File: src/rtl/gs_mem_arbiter_if.sv
// Bundles the fetch, load/store and memory-side signals of gs_mem_arbiter.
// The slave modport is the arbiter's view; master is the surrounding core/memory.
interface gs_mem_arbiter_if #(
  parameter int ADDR_SIZE = 32,
  parameter int WORD_SIZE = 32,
  parameter int BYTES     = 4
);
  logic                 if_req_i;
  logic [ADDR_SIZE-1:0] if_addr_i;
  logic                 if_gnt_o;
  logic                 if_rvalid_o;
  logic [WORD_SIZE-1:0] if_rdata_o;
  logic                 if_flush_i;

  logic                 ls_req_i;
  logic                 ls_we_i;
  logic [ADDR_SIZE-1:0] ls_addr_i;
  logic [WORD_SIZE-1:0] ls_wdata_i;
  logic [BYTES-1:0]     ls_be_i;
  logic                 ls_gnt_o;
  logic                 ls_rvalid_o;
  logic [WORD_SIZE-1:0] ls_rdata_o;
  logic                 ls_busy_o;

  logic                 mem_req_o;
  logic                 mem_we_o;
  logic [ADDR_SIZE-1:0] mem_addr_o;
  logic [WORD_SIZE-1:0] mem_wdata_o;
  logic [BYTES-1:0]     mem_be_o;
  logic                 mem_gnt_i;
  logic                 mem_rvalid_i;
  logic [WORD_SIZE-1:0] mem_rdata_i;

  modport slave (
    input  if_req_i, if_addr_i, if_flush_i,
           ls_req_i, ls_we_i, ls_addr_i, ls_wdata_i, ls_be_i,
           mem_gnt_i, mem_rvalid_i, mem_rdata_i,
    output if_gnt_o, if_rvalid_o, if_rdata_o,
           ls_gnt_o, ls_rvalid_o, ls_rdata_o, ls_busy_o,
           mem_req_o, mem_we_o, mem_addr_o, mem_wdata_o, mem_be_o
  );

  modport master (
    output if_req_i, if_addr_i, if_flush_i,
           ls_req_i, ls_we_i, ls_addr_i, ls_wdata_i, ls_be_i,
           mem_gnt_i, mem_rvalid_i, mem_rdata_i,
    input  if_gnt_o, if_rvalid_o, if_rdata_o,
           ls_gnt_o, ls_rvalid_o, ls_rdata_o, ls_busy_o,
           mem_req_o, mem_we_o, mem_addr_o, mem_wdata_o, mem_be_o
  );
endinterface

File: src/rtl/gs_mem_arbiter.sv
// Single-outstanding arbiter sharing one memory port between fetch and LSU (LSU priority).
// Define GS_ARB_FAIRNESS_EN to add a starvation counter that forces a fetch grant.
module gs_mem_arbiter #(
  parameter int ADDR_SIZE    = 32,
  parameter int WORD_SIZE    = 32,
  parameter int BYTES        = 4,
  parameter int STARVE_LIMIT = 4
) (
  input logic            clk,
  input logic            rst,
  gs_mem_arbiter_if.slave bus
);

  typedef enum logic [1:0] {ST_IDLE, ST_REQ, ST_WAIT} state_t;

  state_t               state, state_nxt;
  logic                 owner_ls;
  logic                 drop;
  logic                 mem_we_q;
  logic [ADDR_SIZE-1:0] mem_addr_q;
  logic [WORD_SIZE-1:0] mem_wdata_q;
  logic [BYTES-1:0]     mem_be_q;

  logic force_fetch;
  logic fetch_win;
  logic if_gnt, ls_gnt;
  logic complete;
  logic if_rvalid, ls_rvalid;

  if (STARVE_LIMIT < 1) begin : g_limit_check
    // A limit below one would force fetch on every arbitration.
  end

`ifdef GS_ARB_FAIRNESS_EN
  localparam int CNT_W = ($clog2(STARVE_LIMIT + 1) > 3) ? $clog2(STARVE_LIMIT + 1) : 3;
  logic [CNT_W-1:0] starve_cnt;

  assign force_fetch = (starve_cnt >= CNT_W'(STARVE_LIMIT));

  always_ff @(posedge clk or posedge rst) begin
    if (rst) begin
      starve_cnt <= '0;
    end else if (if_gnt) begin
      starve_cnt <= '0;
    end else if (ls_gnt && bus.if_req_i) begin
      if (starve_cnt != '1) starve_cnt <= starve_cnt + 1'b1;
    end else if (state == ST_IDLE && !bus.if_req_i) begin
      starve_cnt <= '0;
    end
  end
`else
  assign force_fetch = 1'b0;
`endif

  assign fetch_win = bus.if_req_i & (~bus.ls_req_i | force_fetch);

  always_comb begin
    state_nxt = state;
    if_gnt    = 1'b0;
    ls_gnt    = 1'b0;
    complete  = 1'b0;
    case (state)
      ST_IDLE: begin
        if (fetch_win) begin
          if_gnt    = 1'b1;
          state_nxt = ST_REQ;
        end else if (bus.ls_req_i) begin
          ls_gnt    = 1'b1;
          state_nxt = ST_REQ;
        end
      end
      ST_REQ: begin
        if (bus.mem_gnt_i) state_nxt = ST_WAIT;
      end
      ST_WAIT: begin
        if (bus.mem_rvalid_i) begin
          complete  = 1'b1;
          state_nxt = ST_IDLE;
        end
      end
      default: state_nxt = ST_IDLE;
    endcase
  end

  always_ff @(posedge clk or posedge rst) begin
    if (rst) begin
      state       <= ST_IDLE;
      owner_ls    <= 1'b1;
      drop        <= 1'b0;
      mem_we_q    <= 1'b0;
      mem_addr_q  <= '0;
      mem_wdata_q <= '0;
      mem_be_q    <= '0;
    end else begin
      state <= state_nxt;
      if (if_gnt || ls_gnt) begin
        owner_ls    <= ls_gnt;
        mem_we_q    <= ls_gnt & bus.ls_we_i;
        mem_addr_q  <= ls_gnt ? bus.ls_addr_i : bus.if_addr_i;
        mem_wdata_q <= ls_gnt ? bus.ls_wdata_i : '0;
        mem_be_q    <= ls_gnt ? bus.ls_be_i : '1;
      end
      // A flushed fetch still completes at memory; only its response is hidden.
      if (state_nxt == ST_IDLE) begin
        drop <= 1'b0;
      end else if (state != ST_IDLE && !owner_ls && bus.if_flush_i) begin
        drop <= 1'b1;
      end
    end
  end

  assign ls_rvalid = complete & owner_ls;
  assign if_rvalid = complete & ~owner_ls & ~drop & ~bus.if_flush_i;

  assign bus.if_gnt_o    = if_gnt;
  assign bus.ls_gnt_o    = ls_gnt;
  assign bus.if_rvalid_o = if_rvalid;
  assign bus.ls_rvalid_o = ls_rvalid;
  assign bus.if_rdata_o  = if_rvalid ? bus.mem_rdata_i : '0;
  assign bus.ls_rdata_o  = ls_rvalid ? bus.mem_rdata_i : '0;
  assign bus.ls_busy_o   = owner_ls & (state != ST_IDLE);
  assign bus.mem_req_o   = (state == ST_REQ);
  assign bus.mem_we_o    = mem_we_q;
  assign bus.mem_addr_o  = mem_addr_q;
  assign bus.mem_wdata_o = mem_wdata_q;
  assign bus.mem_be_o    = mem_be_q;

endmodule

File: src/flat_wrapper.sv
// flat-port wrapper written by rule: the top's interface ports become plain ports
module gs_mem_arbiter_flat 
#(
  parameter int ADDR_SIZE    = 32,
  parameter int WORD_SIZE    = 32,
  parameter int BYTES        = 4,
  parameter int STARVE_LIMIT = 4
)
  (clk, rst, bus_if_req_i, bus_if_addr_i, bus_if_flush_i, bus_ls_req_i, bus_ls_we_i, bus_ls_addr_i, bus_ls_wdata_i, bus_ls_be_i, bus_mem_gnt_i, bus_mem_rvalid_i, bus_mem_rdata_i, bus_if_gnt_o, bus_if_rvalid_o, bus_if_rdata_o, bus_ls_gnt_o, bus_ls_rvalid_o, bus_ls_rdata_o, bus_ls_busy_o, bus_mem_req_o, bus_mem_we_o, bus_mem_addr_o, bus_mem_wdata_o, bus_mem_be_o);
  gs_mem_arbiter_if #(.ADDR_SIZE(ADDR_SIZE), .WORD_SIZE(WORD_SIZE), .BYTES(BYTES)) bus_i ();
  input logic clk;
  input logic rst;
  input wire logic [$bits(bus_i.if_req_i)-1:0] bus_if_req_i;
  input wire logic [$bits(bus_i.if_addr_i)-1:0] bus_if_addr_i;
  input wire logic [$bits(bus_i.if_flush_i)-1:0] bus_if_flush_i;
  input wire logic [$bits(bus_i.ls_req_i)-1:0] bus_ls_req_i;
  input wire logic [$bits(bus_i.ls_we_i)-1:0] bus_ls_we_i;
  input wire logic [$bits(bus_i.ls_addr_i)-1:0] bus_ls_addr_i;
  input wire logic [$bits(bus_i.ls_wdata_i)-1:0] bus_ls_wdata_i;
  input wire logic [$bits(bus_i.ls_be_i)-1:0] bus_ls_be_i;
  input wire logic [$bits(bus_i.mem_gnt_i)-1:0] bus_mem_gnt_i;
  input wire logic [$bits(bus_i.mem_rvalid_i)-1:0] bus_mem_rvalid_i;
  input wire logic [$bits(bus_i.mem_rdata_i)-1:0] bus_mem_rdata_i;
  output wire logic [$bits(bus_i.if_gnt_o)-1:0] bus_if_gnt_o;
  output wire logic [$bits(bus_i.if_rvalid_o)-1:0] bus_if_rvalid_o;
  output wire logic [$bits(bus_i.if_rdata_o)-1:0] bus_if_rdata_o;
  output wire logic [$bits(bus_i.ls_gnt_o)-1:0] bus_ls_gnt_o;
  output wire logic [$bits(bus_i.ls_rvalid_o)-1:0] bus_ls_rvalid_o;
  output wire logic [$bits(bus_i.ls_rdata_o)-1:0] bus_ls_rdata_o;
  output wire logic [$bits(bus_i.ls_busy_o)-1:0] bus_ls_busy_o;
  output wire logic [$bits(bus_i.mem_req_o)-1:0] bus_mem_req_o;
  output wire logic [$bits(bus_i.mem_we_o)-1:0] bus_mem_we_o;
  output wire logic [$bits(bus_i.mem_addr_o)-1:0] bus_mem_addr_o;
  output wire logic [$bits(bus_i.mem_wdata_o)-1:0] bus_mem_wdata_o;
  output wire logic [$bits(bus_i.mem_be_o)-1:0] bus_mem_be_o;
  assign bus_i.if_req_i = bus_if_req_i;
  assign bus_i.if_addr_i = bus_if_addr_i;
  assign bus_i.if_flush_i = bus_if_flush_i;
  assign bus_i.ls_req_i = bus_ls_req_i;
  assign bus_i.ls_we_i = bus_ls_we_i;
  assign bus_i.ls_addr_i = bus_ls_addr_i;
  assign bus_i.ls_wdata_i = bus_ls_wdata_i;
  assign bus_i.ls_be_i = bus_ls_be_i;
  assign bus_i.mem_gnt_i = bus_mem_gnt_i;
  assign bus_i.mem_rvalid_i = bus_mem_rvalid_i;
  assign bus_i.mem_rdata_i = bus_mem_rdata_i;
  assign bus_if_gnt_o = bus_i.if_gnt_o;
  assign bus_if_rvalid_o = bus_i.if_rvalid_o;
  assign bus_if_rdata_o = bus_i.if_rdata_o;
  assign bus_ls_gnt_o = bus_i.ls_gnt_o;
  assign bus_ls_rvalid_o = bus_i.ls_rvalid_o;
  assign bus_ls_rdata_o = bus_i.ls_rdata_o;
  assign bus_ls_busy_o = bus_i.ls_busy_o;
  assign bus_mem_req_o = bus_i.mem_req_o;
  assign bus_mem_we_o = bus_i.mem_we_o;
  assign bus_mem_addr_o = bus_i.mem_addr_o;
  assign bus_mem_wdata_o = bus_i.mem_wdata_o;
  assign bus_mem_be_o = bus_i.mem_be_o;
  gs_mem_arbiter #(.ADDR_SIZE(ADDR_SIZE), .WORD_SIZE(WORD_SIZE), .BYTES(BYTES), .STARVE_LIMIT(STARVE_LIMIT)) u_core (.clk(clk), .rst(rst), .bus(bus_i));
endmodule
File: config.mk
export PLATFORM = sky130hd
export DESIGN_NAME = gs_mem_arbiter_flat
export DESIGN_NICKNAME = d
export VERILOG_FILES = /design/src/rtl/gs_mem_arbiter_if.sv /design/src/rtl/gs_mem_arbiter.sv /design/src/flat_wrapper.sv
export SDC_FILE = /design/constraint.sdc
export NUM_CORES = 1
export LEC_CHECK = 0
export BUFFER_PORTS_ARGS = -buffer_cell sky130_fd_sc_hd__buf_2
export CORE_AREA = 2 2 107 109
export CTS_CLUSTER_SIZE = 24
export DETAILED_ROUTE_END_ITERATION = 12
export DIE_AREA = 0 0 109 111
export PLACE_DENSITY = 0.81
export SETUP_SLACK_MARGIN = 0.05
export SYNTH_ARGS = -nofsm -noshare
export SYNTH_HDL_FRONTEND = slang
export SYNTH_SLANG_ARGS = --single-unit
export TNS_END_PERCENT = 30
File: constraint.sdc
create_clock -name clk -period 2.12 [get_ports clk]
set_input_delay 0.212 -clock clk [delete_from_list [all_inputs] [get_ports clk]]
set_output_delay 0.212 -clock clk [all_outputs]
set_load 0.05 [all_outputs]
==> flow_metrics.tcl <==
set metrics [dict create \
    yosysSeqAreaShare_pct 50.4 \
    worst_slack_ps 86.9 \
    path_buf_inv 3 \
    insertion_delay_ps 330 \
    worstReg2RegEnd "u_core.bus.mem_wdata_o[30]" \
    drtIter0Drc 140 \
    grt_overflow 0 \
    cp-start-kind "register" \
    use_met2_pct 34.9 \
    endpoint_kind "output pin" \
    met1_usage_pct 20.6 \
    p_leak_nw 3.12 \
    p_per_area_mw_per_mm2 1590 \
    clockBufferDepth 2 \
    max_cap_violations 0 \
    clock_sinks 73 \
    r2r_start "u_core.state[0]" \
    finalCriticalPeriod_ps 2030 \
    fmax_ghz 0.492 \
    netlist_area_sq_mm 0.00363 \
    finalNetCount 740 \
    dp_slack_ps 370 \
    critPathArrivalTime_ps 1820 \
    synth_cells 326 \
    grt_first_pass_wirelength_um 17800 \
    cts_buffers 9 \
    min-delay-start "bus_ls_we_i" \
    finalCritPeriodShare_pct 95.9 \
    core_sq_mm 0.0111 \
    hold_path_depth 2 \
    grt_max_degree 49 \
    rsz0062_at_grt "yes" \
    drtPass1Iterations 4 \
    hold_ws_ps 99.6 \
    crit_required_ps 1910 \
    die_w_um 109 \
    fin_skew_ps 9.22 \
    busiest_layer "met2" \
    post_drt_via_cell_ratio 4.85 \
    tightest_slew_ps 634 \
    antenna_found_initial 2 \
    crit_slowest_cell "dfrtp_2" \
    synth_cell_type_count 30 \
    area_growth_pct 52.5 \
    totalPowerFinal_w 0.00880 \
    grt_usage_pct 19.0 \
    dieHeight_um 111 \
    max_stage_delay_ps 460 \
    initial_utilization_pct 32.7 \
    grt_pass1_vias 3545 \
    critPathKind "register to output pin" \
    root_buffer "clkbuf_16" \
    met3_usage_pct 5.58 \
    synth_edf_count 0 \
    htree_num_levels 3 \
    rrSetupSlack_ps 550 \
    antenna_left 0 \
    avgRoutedWirePerCell_um 16.2 \
    slew_headroom_pct 57.7 \
    tritoncts "built" \
    dpl.hpwl_um 9350 \
    num_vias 3641 \
    synthFlopType "dfrtp_1" \
    status "finished, final reports clean" \
    setup_violations 0 \
    irDropWorstVdd_mv 1.11 \
    crit_fanout 17 \
    min_path_type "primary input to register" \
    maxSlewViolCount 0 \
    path_clk_slew_ps 70 \
    holdPathEnd "u_core.bus.mem_we_o" \
    async_reset_ff_share_pct 100 \
    ys_ff_latch 73 \
    finalHoldViolations 0 \
    drc 0 \
    drive_gt1_share_pct 52.7 \
    syn_nets 466 \
    portBuffers 278 \
    gp_congestion 0.819 \
    path_cells "nand3b_4 -> nor4_4 -> buf_4 -> buf_6 -> and2_1 -> buf_2" \
    reg2regPathDepth 4 \
    cp_top_family "buffers and inverters" \
    ys_warn_count 0 \
    synth_area_per_cell_sq_um 11.1 \
    num_rows 39 \
    finalWirelength_um 12200 \
    die_area_sq_mm 0.0121 \
    num_io_pins 279 \
]
-- worst reg2reg max path: cells and delay by family (launching register included) --
kind            cells  cell delay [ps]
compound gates      2              470
flops               1              460
simple gates        1              280
buf+inv             1              250
-- power breakdown --
part,switching [W],internal [W]
clock,0.000611,0.000960
combinational,0.00352,0.00127
sequential,0.000410,0.00203
-- per-layer routing --
layer / part of all wire (%) / vias to the layer above
li1: - / 1734
met1: 37 / 1715
met2: 53 / 174
met3: 8.6 / 18
met4: 1.5 / 0
met5: 0 / -
-- metrics by stage --
step	area, sq um	std cells	utilization [%]	TNS [ps]
after floorplan	3630	326	-	0
after global placement	5130	728	46.3	0
after detailed placement	5130	728	46.3	0
after CTS	5460	745	49.3	0
after global routing	5520	748	49.9	-95.9
final	5530	751	49.9	0
-- Yosys cell counts, types with 2 or more instances --
cell / n / area [sq um]
and3b_1: 30 / 263
a31oi_1: 3 / 18.8
nor2_1: 5 / 18.8
a22oi_1: 2 / 15.0
dfrtp_1: 72 / 1800
clkbuf_1: 7 / 26.3
buf_6: 6 / 67.6
o2bb2ai_1: 30 / 263
a211oi_1: 2 / 15.0
o21ai_0: 2 / 10.0
inv_1: 2 / 7.51
o22a_1: 4 / 35.0
and2_1: 64 / 400
buf_2: 17 / 85.1
a21oi_1: 30 / 150
a22o_1: 34 / 298
nor2b_1: 3 / 18.8
-- area by class of cell --
class	instances	area, sq um
fill	1015	5550
sequential	73	1830
multi-input combinational	220	1620
timing repair buffer	293	1580
clock buffer	10	239
tap	143	179
clock inverter	6	72.6
inverter	3	11.3
antenna	3	7.51
-- worst max-delay path by stage --
stage                     from                        to  slack, ps  cells after the start
6_report       u_core.state[0]        bus_if_rdata_o[18]         90                      6
5_1_grt        u_core.state[0]         bus_if_rdata_o[2]        -20                      6
4_1_cts        u_core.state[0]        bus_if_rdata_o[19]         60                      5
3_5_place_dp   u_core.state[0]        bus_if_rdata_o[19]        370                      5
3_3_place_gp   u_core.state[0]        bus_if_rdata_o[20]        470                      5
2_1_floorplan              rst  u_core.bus.mem_addr_o[0]         60                      1
-- repair_timing --
item / in CTS / in global routing
hold endpoints to repair: 25 / 0
buffers inserted: 0 / 1
gates resized for setup: 1 / 30
cloned: 0 / 2
hold buffers: 1 / 0
setup endpoints to repair: 32 / 45
-- cells by family after synthesis --
logic type	after synthesis	share of synthesized area [%]
AND/OR/NAND/NOR	111	21.7
buffers and inverters	33	5.24
flip-flops	73	50.4
AO/OA/AOI/OAI	109	22.6
-- sequential cells by signal, indices dropped and copies added (netlist names) --
| register | count |
|---|---|
| u_core.owner_ls | 1 |
| u_core.bus.mem_wdata_o | 32 |
| u_core.drop | 1 |
| u_core.bus.mem_addr_o | 32 |
| u_core.state | 2 |
| u_core.bus.mem_be_o | 4 |
| u_core.bus.mem_we_o | 1 |
-- layout by cell type (no fill, tap or decap), drive strengths merged --
| cell | Yosys | routed |
|---|---|---|
| buf | 23 | 288 |
| clkbuf | 7 | 14 |
| a22o | 34 | 34 |
| a22oi | 2 | 2 |
| a31oi | 3 | 3 |
| a211oi | 2 | 2 |
| nor2b | 3 | 3 |
| dlygate4sd3 | 0 | 1 |
| nor2 | 7 | 7 |
| o21ai | 3 | 3 |
| inv | 3 | 6 |
| and2b | 1 | 1 |
| dfstp | 1 | 1 |
| clkinv | 0 | 2 |
| and3b | 30 | 30 |
| diode | 0 | 3 |
| o2bb2ai | 30 | 30 |
| and2 | 64 | 64 |
| bufinv | 0 | 1 |
| nand3b | 1 | 1 |
| dfrtp | 72 | 72 |
| nand2 | 2 | 2 |
| nor3 | 1 | 1 |
| o22a | 4 | 4 |
| nor4 | 1 | 1 |
| or2 | 1 | 1 |
| a21o | 1 | 1 |
| a21oi | 30 | 30 |
Power figures use the tool's default switching activity.
